==> config.mk <==
export PLATFORM = sky130hd
export DESIGN_NAME = io_request_arbiter
export DESIGN_NICKNAME = d
export VERILOG_FILES = /design/src/rtl/io_request_arbiter.sv
export SDC_FILE = /design/constraint.sdc
export NUM_CORES = 1
export LEC_CHECK = 0
export ABC_AREA = 1
export CORE_UTILIZATION = 32
export CTS_BUF_LIST = sky130_fd_sc_hd__clkbuf_2 sky130_fd_sc_hd__clkbuf_4 sky130_fd_sc_hd__clkbuf_8
export CTS_CLUSTER_SIZE = 30
export DETAILED_ROUTE_END_ITERATION = 16
export GPL_ROUTABILITY_DRIVEN = 0
export PLACE_DENSITY = 0.73
export SLEW_MARGIN = 10
export SYNTH_ARGS = -nofsm -noshare
export SYNTH_HDL_FRONTEND = slang
export SYNTH_SLANG_ARGS = --single-unit
==> constraint.sdc <==
create_clock -name clk -period 3.16 [get_ports clk]
set_input_delay 0.474 -clock clk [delete_from_list [all_inputs] [get_ports clk]]
set_output_delay 0.474 -clock clk [all_outputs]
set_load 0.005 [all_outputs]
==> src/rtl/io_request_arbiter.sv <==
// io_request_arbiter: round-robin admission of NUM_REQ requesters onto one downstream IO
// channel, with an in-order tag FIFO steering responses back. Option: IOARB_FIXED_PRIORITY_EN.
module io_request_arbiter #(
    parameter int unsigned NUM_REQ   = 4,
    parameter int unsigned TAG_DEPTH = 4
) (
    input  logic                   clk,
    input  logic                   async_rst,
    input  logic                   clk_en,
    input  logic [NUM_REQ-1:0]     ReqIn,
    output logic [NUM_REQ-1:0]     ReqAck,
    input  logic [NUM_REQ-1:0]     ReqRespRequested,
    input  logic [4*NUM_REQ-1:0]   ReqDestReg,
    input  logic [32*NUM_REQ-1:0]  ReqData,
    output logic                   DownReq,
    input  logic                   DownAck,
    output logic                   DownRespRequested,
    output logic [3:0]             DownDestReg,
    output logic [31:0]            DownData,
    input  logic                   RespReqIn,
    output logic                   RespAckOut,
    input  logic [3:0]             RespDestReg,
    input  logic [31:0]            RespData,
    output logic [NUM_REQ-1:0]     RespReqOut,
    input  logic [NUM_REQ-1:0]     RespAckIn,
    output logic [3:0]             RespDestRegOut,
    output logic [31:0]            RespDataOut,
    output logic                   OrphanFlag
);

    localparam int unsigned PW = (NUM_REQ > 1) ? $clog2(NUM_REQ) : 1;
    localparam int unsigned TW = (TAG_DEPTH > 1) ? $clog2(TAG_DEPTH) : 1;
    localparam logic [PW:0]   NREQ_W   = (PW+1)'(NUM_REQ);
    localparam logic [PW-1:0] LAST_IDX = PW'(NUM_REQ - 1);
    localparam logic [TW:0]   DEPTH_W  = (TW+1)'(TAG_DEPTH);

    typedef enum logic {
        IDLE,
        PRESENT
    } state_t;

    state_t             state;
    logic [PW-1:0]      rr_ptr;
    logic [PW-1:0]      owner;
    logic [PW-1:0]      win;
    logic [PW-1:0]      win_next;
    logic               win_valid;
    logic [PW:0]        rr_sum;
    logic [PW-1:0]      rr_idx;
    logic [NUM_REQ-1:0] eligible;

    logic               sel_resp;
    logic [3:0]         sel_dest;
    logic [31:0]        sel_data;

    logic [PW-1:0]      tag_mem [TAG_DEPTH];
    logic [TW-1:0]      wr_ptr;
    logic [TW-1:0]      rd_ptr;
    logic [TW:0]        count;
    logic               fifo_full;
    logic               fifo_empty;
    logic [PW-1:0]      head;

    logic               active;
    logic               grant;
    logic               push;
    logic               pop;
    logic               orphan_hit;

    // Combinational handshakes are suppressed while frozen or held in reset.
    assign active     = clk_en & async_rst;
    assign fifo_full  = (count == DEPTH_W);
    assign fifo_empty = (count == '0);
    assign head       = tag_mem[rd_ptr];

    assign eligible = ReqIn & ~(ReqRespRequested & {NUM_REQ{fifo_full}});

    always_comb begin
        win_valid = 1'b0;
        win       = '0;
        rr_sum    = '0;
        rr_idx    = '0;
`ifdef IOARB_FIXED_PRIORITY_EN
        if (eligible[0]) begin
            win_valid = 1'b1;
        end
`endif
        for (int unsigned k = 0; k < NUM_REQ; k++) begin
            rr_sum = {1'b0, rr_ptr} + (PW+1)'(k);
            if (rr_sum >= NREQ_W) begin
                rr_sum = rr_sum - NREQ_W;
            end
            rr_idx = rr_sum[PW-1:0];
            if (!win_valid && eligible[rr_idx]) begin
                win_valid = 1'b1;
                win       = rr_idx;
            end
        end
    end

    assign win_next = (win == LAST_IDX) ? '0 : win + 1'b1;

    always_comb begin
        sel_resp = 1'b0;
        sel_dest = '0;
        sel_data = '0;
        for (int unsigned k = 0; k < NUM_REQ; k++) begin
            if (PW'(k) == win) begin
                sel_resp = ReqRespRequested[k];
                sel_dest = ReqDestReg[4*k +: 4];
                sel_data = ReqData[32*k +: 32];
            end
        end
    end

    assign grant = active & (state == IDLE) & win_valid;

    always_comb begin
        ReqAck = '0;
        if (grant) begin
            ReqAck[win] = 1'b1;
        end
    end

    assign push = active & (state == PRESENT) & DownAck & DownRespRequested;

    always_ff @(posedge clk or negedge async_rst) begin
        if (!async_rst) begin
            state             <= IDLE;
            rr_ptr            <= '0;
            owner             <= '0;
            DownReq           <= 1'b0;
            DownRespRequested <= 1'b0;
            DownDestReg       <= '0;
            DownData          <= '0;
        end else if (clk_en) begin
            unique case (state)
                IDLE: begin
                    if (win_valid) begin
                        owner             <= win;
                        DownRespRequested <= sel_resp;
                        DownDestReg       <= sel_dest;
                        DownData          <= sel_data;
                        DownReq           <= 1'b1;
                        state             <= PRESENT;
`ifdef IOARB_FIXED_PRIORITY_EN
                        if (win != '0) begin
                            rr_ptr <= win_next;
                        end
`else
                        rr_ptr <= win_next;
`endif
                    end
                end
                PRESENT: begin
                    if (DownAck) begin
                        DownReq <= 1'b0;
                        state   <= IDLE;
                    end
                end
                default: state <= IDLE;
            endcase
        end
    end

    // Responses come back in issue order, so the FIFO head names the requester.
    always_comb begin
        RespReqOut = '0;
        if (active && !fifo_empty) begin
            RespReqOut[head] = RespReqIn;
        end
    end

    assign RespAckOut     = active & (fifo_empty ? RespReqIn : RespAckIn[head]);
    assign pop            = active & ~fifo_empty & RespReqIn & RespAckIn[head];
    assign orphan_hit     = active & fifo_empty & RespReqIn;
    assign RespDestRegOut = async_rst ? RespDestReg : '0;
    assign RespDataOut    = async_rst ? RespData : '0;

    always_ff @(posedge clk or negedge async_rst) begin
        if (!async_rst) begin
            wr_ptr     <= '0;
            rd_ptr     <= '0;
            count      <= '0;
            OrphanFlag <= 1'b0;
            for (int unsigned k = 0; k < TAG_DEPTH; k++) begin
                tag_mem[k] <= '0;
            end
        end else if (clk_en) begin
            if (push) begin
                tag_mem[wr_ptr] <= owner;
                wr_ptr          <= wr_ptr + 1'b1;
            end
            if (pop) begin
                rd_ptr <= rd_ptr + 1'b1;
            end
            if (push && !pop) begin
                count <= count + 1'b1;
            end else if (pop && !push) begin
                count <= count - 1'b1;
            end
            if (orphan_hit) begin
                OrphanFlag <= 1'b1;
            end
        end
    end

    a_ack_onehot : assert property (@(posedge clk) disable iff (!async_rst) $onehot0(ReqAck));
    a_no_overflow : assert property (@(posedge clk) disable iff (!async_rst)
                                     !(push && !pop && fifo_full));

endmodule

## Word-level counts from Yosys, hierarchy flattened

Index checks and enable logic that the tools add are counted.

| operators by class | value |
|---|---|
| add/sub/neg operators | 12 |
| order comparisons | 15 |
| eq/ne operators | 7 |
| muxes and demuxes | 58 |
| bitwise gates (word level) | 20 |
| reduce and logical (&&, ||, !) cells | 24 |

Operators with widths:

| kind | count |
|---|---|
| $mux 32 | 5 |
| $mux 4 | 7 |
| $mux 2 | 12 |
| $mux 1 | 20 |
| $lt 2x3->1 const B | 6 |
| $ge 3x3->1 const B | 5 |
| $and 1x1->1 | 12 |
| $and 4x4->4 | 3 |
| $bmux 1 s2 | 5 |
| $logic_and 1x1->1 | 9 |
| $bwmux 8 | 1 |
| $reduce_and 2->1 | 4 |
| $sub 2x1->2 const B | 4 |
| $add 2x1->2 const B | 3 |
| $add 2x2->3 const B | 2 |
| $logic_not 1->1 | 6 |
| $mux 3 | 2 |
| $not 2->3 | 2 |
| $reduce_and 3->1 | 2 |
| $bmux 2 s2 | 1 |
| $demux 1 s2 | 2 |
| $demux 2 s2 | 1 |
| $eq 2x2->1 const A | 2 |
| $ge 2x1->1 const B | 2 |
| other kinds (15) | 18 |

| storage, ports and cells | value |
|---|---|
| bits in registers | 59 |
| output and inout port bits | 84 |
| logic and storage cells | 151 |

## Depth between registers and ports, before layout

| logic depth | value |
|---|---|
| depth in word-level cells | 21 |
| depth in mapped cells | 19 |
| depth with buffers taken out | 18 |

## Least setup slack after synthesis

OpenSTA, ideal clock, no wires.

| path | value |
|---|---|
| path kind | reg2out |
| start point | register count[0] |
| end point | output ReqAck[3] |
| arrival time | 2.503 ns |
| required time | 2.686 ns |
| setup slack | 0.183 ns |
| stages on the path, launching flop included | 15 |
| path buffers | 2 |
| path through | dfrtp_1 -> nor2_4 -> nand3_1 -> nand3_1 -> nand3_2 -> nand2_4 -> nand2_1 -> nand3_1 -> nand3_1 -> inv_1 -> ha_1 -> buf_2 -> clkbuf_1 -> inv_1 -> nor3_2 |

| between the ends | value |
|---|---|
| longest elaborated chain between the ends | 21 |

Ends and longest elaborated chain:

| item | RTL line | RTL |
|---|---|---|
| start, declared | 59 | `logic [TW:0] count;` |
| start signal, assigned | 198 | `count <= count + 1'b1;` |
| start signal, assigned | 200 | `count <= count - 1'b1;` |
| $eq 3x3->1 (*) | 72 | `assign fifo_full = (count == DEPTH_W);` |
| $and 4x4->4 (*) | 76 | `assign eligible = ReqIn & ~(ReqRespRequested & {NUM_REQ{fifo_full}});` |
| $not 4->4 (*) | 76 |  |
| $and 4x4->4 (*) | 76 |  |
| $bmux 1 s2 | 94 | `if (!win_valid && eligible[rr_idx]) begin` |
| $mux 1 (implied by the code) | 94 |  |
| $mux 1 | 94 |  |
| $logic_not 1->1 | 94 |  |
| (+6 left out) | -- |  |
| $logic_and 1x1->1 | 94 |  |
| $mux 2 (*) | 94 |  |
| net win[0] | 45 | `logic [PW-1:0] win;` |
| $lt 2x3->1 (implied by the code) or $ge 2x1->1 (tied branches) | 121 | `ReqAck[win] = 1'b1;` |
| $logic_and 1x1->1 (implied by the code) | 121 |  |
| $mux 1 (implied by the code) | 121 |  |
| $demux 1 s2 (*) | 121 |  |
| $mux 4 (*) | 120 | `if (grant) begin` |
| end, declared | 11 | `output logic [NUM_REQ-1:0] ReqAck,` |

The timed path passes the listed nets; every way through them passes the cells marked *. The select of a mux whose other input is x is not followed.

## Worst setup path after layout

| path | value |
|---|---|
| start point | input ReqRespRequested[2] |
| end point | output ReqAck[0] |

| between the ends | value |
|---|---|
| longest elaborated chain between the ends | 20 |

Ends and longest elaborated chain:

| item | RTL line | RTL |
|---|---|---|
| start, declared | 12 | `input logic [NUM_REQ-1:0] ReqRespRequested,` |
| $and 4x4->4 (*) | 76 |  |
| $not 4->4 (*) | 76 |  |
| $and 4x4->4 (*) | 76 |  |
| $bmux 1 s2 | 94 |  |
| $mux 1 (implied by the code) | 94 |  |
| $mux 1 | 94 |  |
| $logic_not 1->1 | 94 |  |
| $logic_and 1x1->1 | 94 |  |
| (+4 left out) | -- |  |
| $logic_not 1->1 | 94 |  |
| $logic_and 1x1->1 | 94 |  |
| $mux 2 | 94 |  |
| $lt 2x3->1 (implied by the code) or $ge 2x1->1 (tied branches) | 121 |  |
| $logic_and 1x1->1 (implied by the code) | 121 |  |
| $mux 1 (implied by the code) | 121 |  |
| $demux 1 s2 | 121 |  |
| $mux 4 (*) | 120 |  |

Mark *: on every way between the ends. The rest lies on a longest branch, timed or not. The select of a mux whose other input is x is not followed.

==> key figures <==
Global routing
  • First-pass GRT wire length: 23070 um
  • Initial antenna violation count: 0
  • Total GRT Usage: 20.83%
  • Pin count of the biggest net entering global routing: 40
  • Vias in the first global route: 4716
  • Grt total ovfl: 0

STA
  • Worst hold slack: 466.4 ps
  • Finish-stage setup viols: 0
  • Fin crit share: 94.97%
  • Final hold violation count: 0
  • Worst-margin pin slew: 656.9 ps
  • Final WS setup: 159.0 ps
  • Max-slew headroom: 56.21%
  • Max-slew violation count: 0
  • Max Clk Rate: 0.3332 GHz
  • Worst clock skew: 6.129 ps
  • Minimum clock period: 3001 ps

Logic synthesis
  • Main synth FF type: dfrtp_1
  • Syn nets: 772
  • Avg Cell Area, Syn: 7.704 um2
  • Count of different cell masters after synthesis: 35
  • Post-Synthesis Cells: 565
  • Yosys top cell area share: 33.92%
  • Post-Syn Area: 4353 um2
  • Post-synth EDFFs: 0
  • Sequential area share after synthesis: 33.92%
  • Most frequent cells after synthesis: nand2_1, inv_1, dfrtp_1, o21ai_0
  • Yosys reg bits: 59
  • Ys async rst share: 100.0%
  • Post-synth top area cell: dfrtp_1
  • Area contributors post-synth: dfrtp_1, nand2_1, mux2i_1
  • Yosys warning total: 0
  • Count leader, synth: nand2_1

Final layout
  • Share of cells above drive strength 1: 12.14%
  • Area growth syn-to-layout: 76.49%
  • Post-layout util: 58.01%
  • Nets: 1059
  • Final Non-Filler Cells: 1033
  • Ant diodes: 0
  • Fill count: 1241

Clock tree
  • CTS root buf: clkbuf_8
  • TritonCTS Buffers: 9
  • Longest Clk Path Bufs: 2
  • TritonCTS clock tree: yes
  • Clock Sink Count: 59
  • CTS clk-pin slew, worst paths: 70 ps
  • Htree depth: 3
  • Worst-Skew Late Latency: 340 ps

Drt
  • Detail Route Antenna Nets: 0
  • Detailed Routing Iterations Pass 1: 4
  • 1st-iter DRT viols: 190
  • Via count: 4706
  • Drt total wl: 14700 um
  • Residual DRC: 0
  • Drt via density: 4.556
  • Routed WL per cell: 14.23 um

Power and ir drop
  • Tot Pwr: 7.676 mW
  • Worst vdd ir: 0.7583 mV
  • Leakage: 3.412 nW
  • P per Cell Area: 999.1 nW/um2

Setup path
  • WP data required: 2690 ps
  • WP data arrival: 2530 ps
  • Kind of cell adding the most delay to the critical path: buffers and inverters
  • Reg-to-Reg Start: count[1]$_DFFE_PN0P_
  • Reg2reg setup slack: 270 ps
  • Critical R2R Capture: DownData[31]$_DFFE_PN0P_
  • Worst setup SP type: input port
  • Max incr delay on CP: 520 ps
  • Cell mode on critical path: nand3_2
  • Buf/Inv on CP: 5
  • Crit Path Category: input port to output pin
  • Crit-path cells: clkdlybuf4s50_1 > nand3_2 > nand3_2 > nand3_1 > nand2_2 > buf_4 > nand3_1 > nand3_2 > buf_4 > ha_1 > inv_2 > nor3_2 > dlygate4sd2_1
  • Crit-path slowest cell: clkdlybuf4s50_1
  • Worst-path maximum fanout: 6
  • Critical Path End Type: output pin
  • R2R cell count: 17

Floorplan
  • Row count: 42
  • IO Count: 281
  • DIE AREA: 14070 um2
  • Placeable Area: 13240 um2
  • Starting Density: 32.87%
  • Chip height: 118.6 um
  • Die width: 118.6 um

Worst hold path
  • Hold Crit Depth: 2
  • Hold Crit Start: OrphanFlag$_DFFE_PN0P_
  • Hold Path Class: flip-flop to flip-flop
  • Worst hold endpoint: OrphanFlag$_DFFE_PN0P_

Placed design
  • Cells after DPL: 1014
  • Hpwl dp: 11770 um
  • # port buffers: 280
  • Dpl ws: -224.4 ps

Status
  • Status: complete, no violations

Flow run
  • Max-cap violations: 0
==> cell families after synthesis <==
family,synth area share [%]
muxes,8.508
and+or+nand+nor,22.79
buffers and inverters,10.92
DFF,33.92
xor gates and xnor gates,1.380
AOI/OAI and AO/OA,19.43
adders and majority gates,3.047
==> placed cells by master (no fill, tap or decap), types with 4 or more instances in the layout <==
cell and count:
inv_1 60, ha_1 6, xor2_1 4, nand2_2 6
a21oi_1 6, nand3_1 18, nand2_1 166, a22oi_1 37
o21ai_2 23, nand3_2 11, nor2_1 9, o21ai_1 8
buf_4 27, dfrtp_1 57, o21ai_0 56, mux2i_1 37
nor3_2 4, clkdlybuf4s50_1 275, clkbuf_8 9
==> repair_timing <==
item	in CTS	in global routing
endpoints found under the hold margin	8	0
endpoints found under the setup margin	4	17
setup buffers	2	0
hold buffers	1	0
gates resized for setup	8	13
pin swaps	1	1
==> per-layer routing <==
metal	share of wire, %	track usage, %	up-vias	wire length, um
met1	42	24.39	2102	6159
li1	-	-	2440	-
met3	7.1	6.178	12	1038
met5	0	0	-	0
met4	1.0	5.538	0	148
met2	50	36.77	152	7351
==> worst max path at each step <==
stage | end | from | slack [ps] | cells after the start
after global routing | ReqAck[0] | count[1]$_DFFE_PN0P_ | -20 | 15
after floorplan | ReqAck[3] | count[0]$_DFFE_PN0P_ | 180 | 14
after detailed placement | DownData[19]$_DFFE_PN0P_ | ReqRespRequested[2] | -220 | 19
after global placement | DownData[19]$_DFFE_PN0P_ | ReqRespRequested[3] | -170 | 19
after CTS | ReqAck[0] | ReqRespRequested[2] | 110 | 13
final | ReqAck[0] | ReqRespRequested[2] | 160 | 13
==> report_power, final <==
part           internal, mW  switching (mW)  leakage (nW)
clock                 0.530           0.329         0.124
combinational          2.55            2.96          2.54
sequential             1.07           0.244         0.747
==> area by class of cell <==
class	count	area (um2)	area share [%]
timing repair buffer	310	3048	39.67
tap	176	220.2	2.866
multi-input combinational	410	2454	31.94
clock buffer	9	123.9	1.612
clock inverter	7	125.1	1.629
sequential	59	1479	19.25
inverter	62	232.7	3.029
==> sequential cells by signal (all words and copies together) (netlist names), 2 cells and up <==
name and count:
DownData 32, DownDestReg 4, count 3, owner 2, rd_ptr 2, rr_ptr 2, tag_mem 8, wr_ptr 2
==> worst min-delay path: stages (launching register included) <==
cell     delay, ps
dfrtp_1        350
inv_1           40
nand2_1         50
==> metrics by stage <==
| step | setup TNS (ps) | cell area (um2) |
|---|---|---|
| after floorplan | 0 | 4353 |
| after global placement | -1356 | 7371 |
| after detailed placement | -3184 | 7371 |
| after CTS | 0 | 7652 |
| after global routing | -18.70 | 7682 |
| final | 0 | 7682 |
No activity file was read; power rests on OpenSTA's default activity.
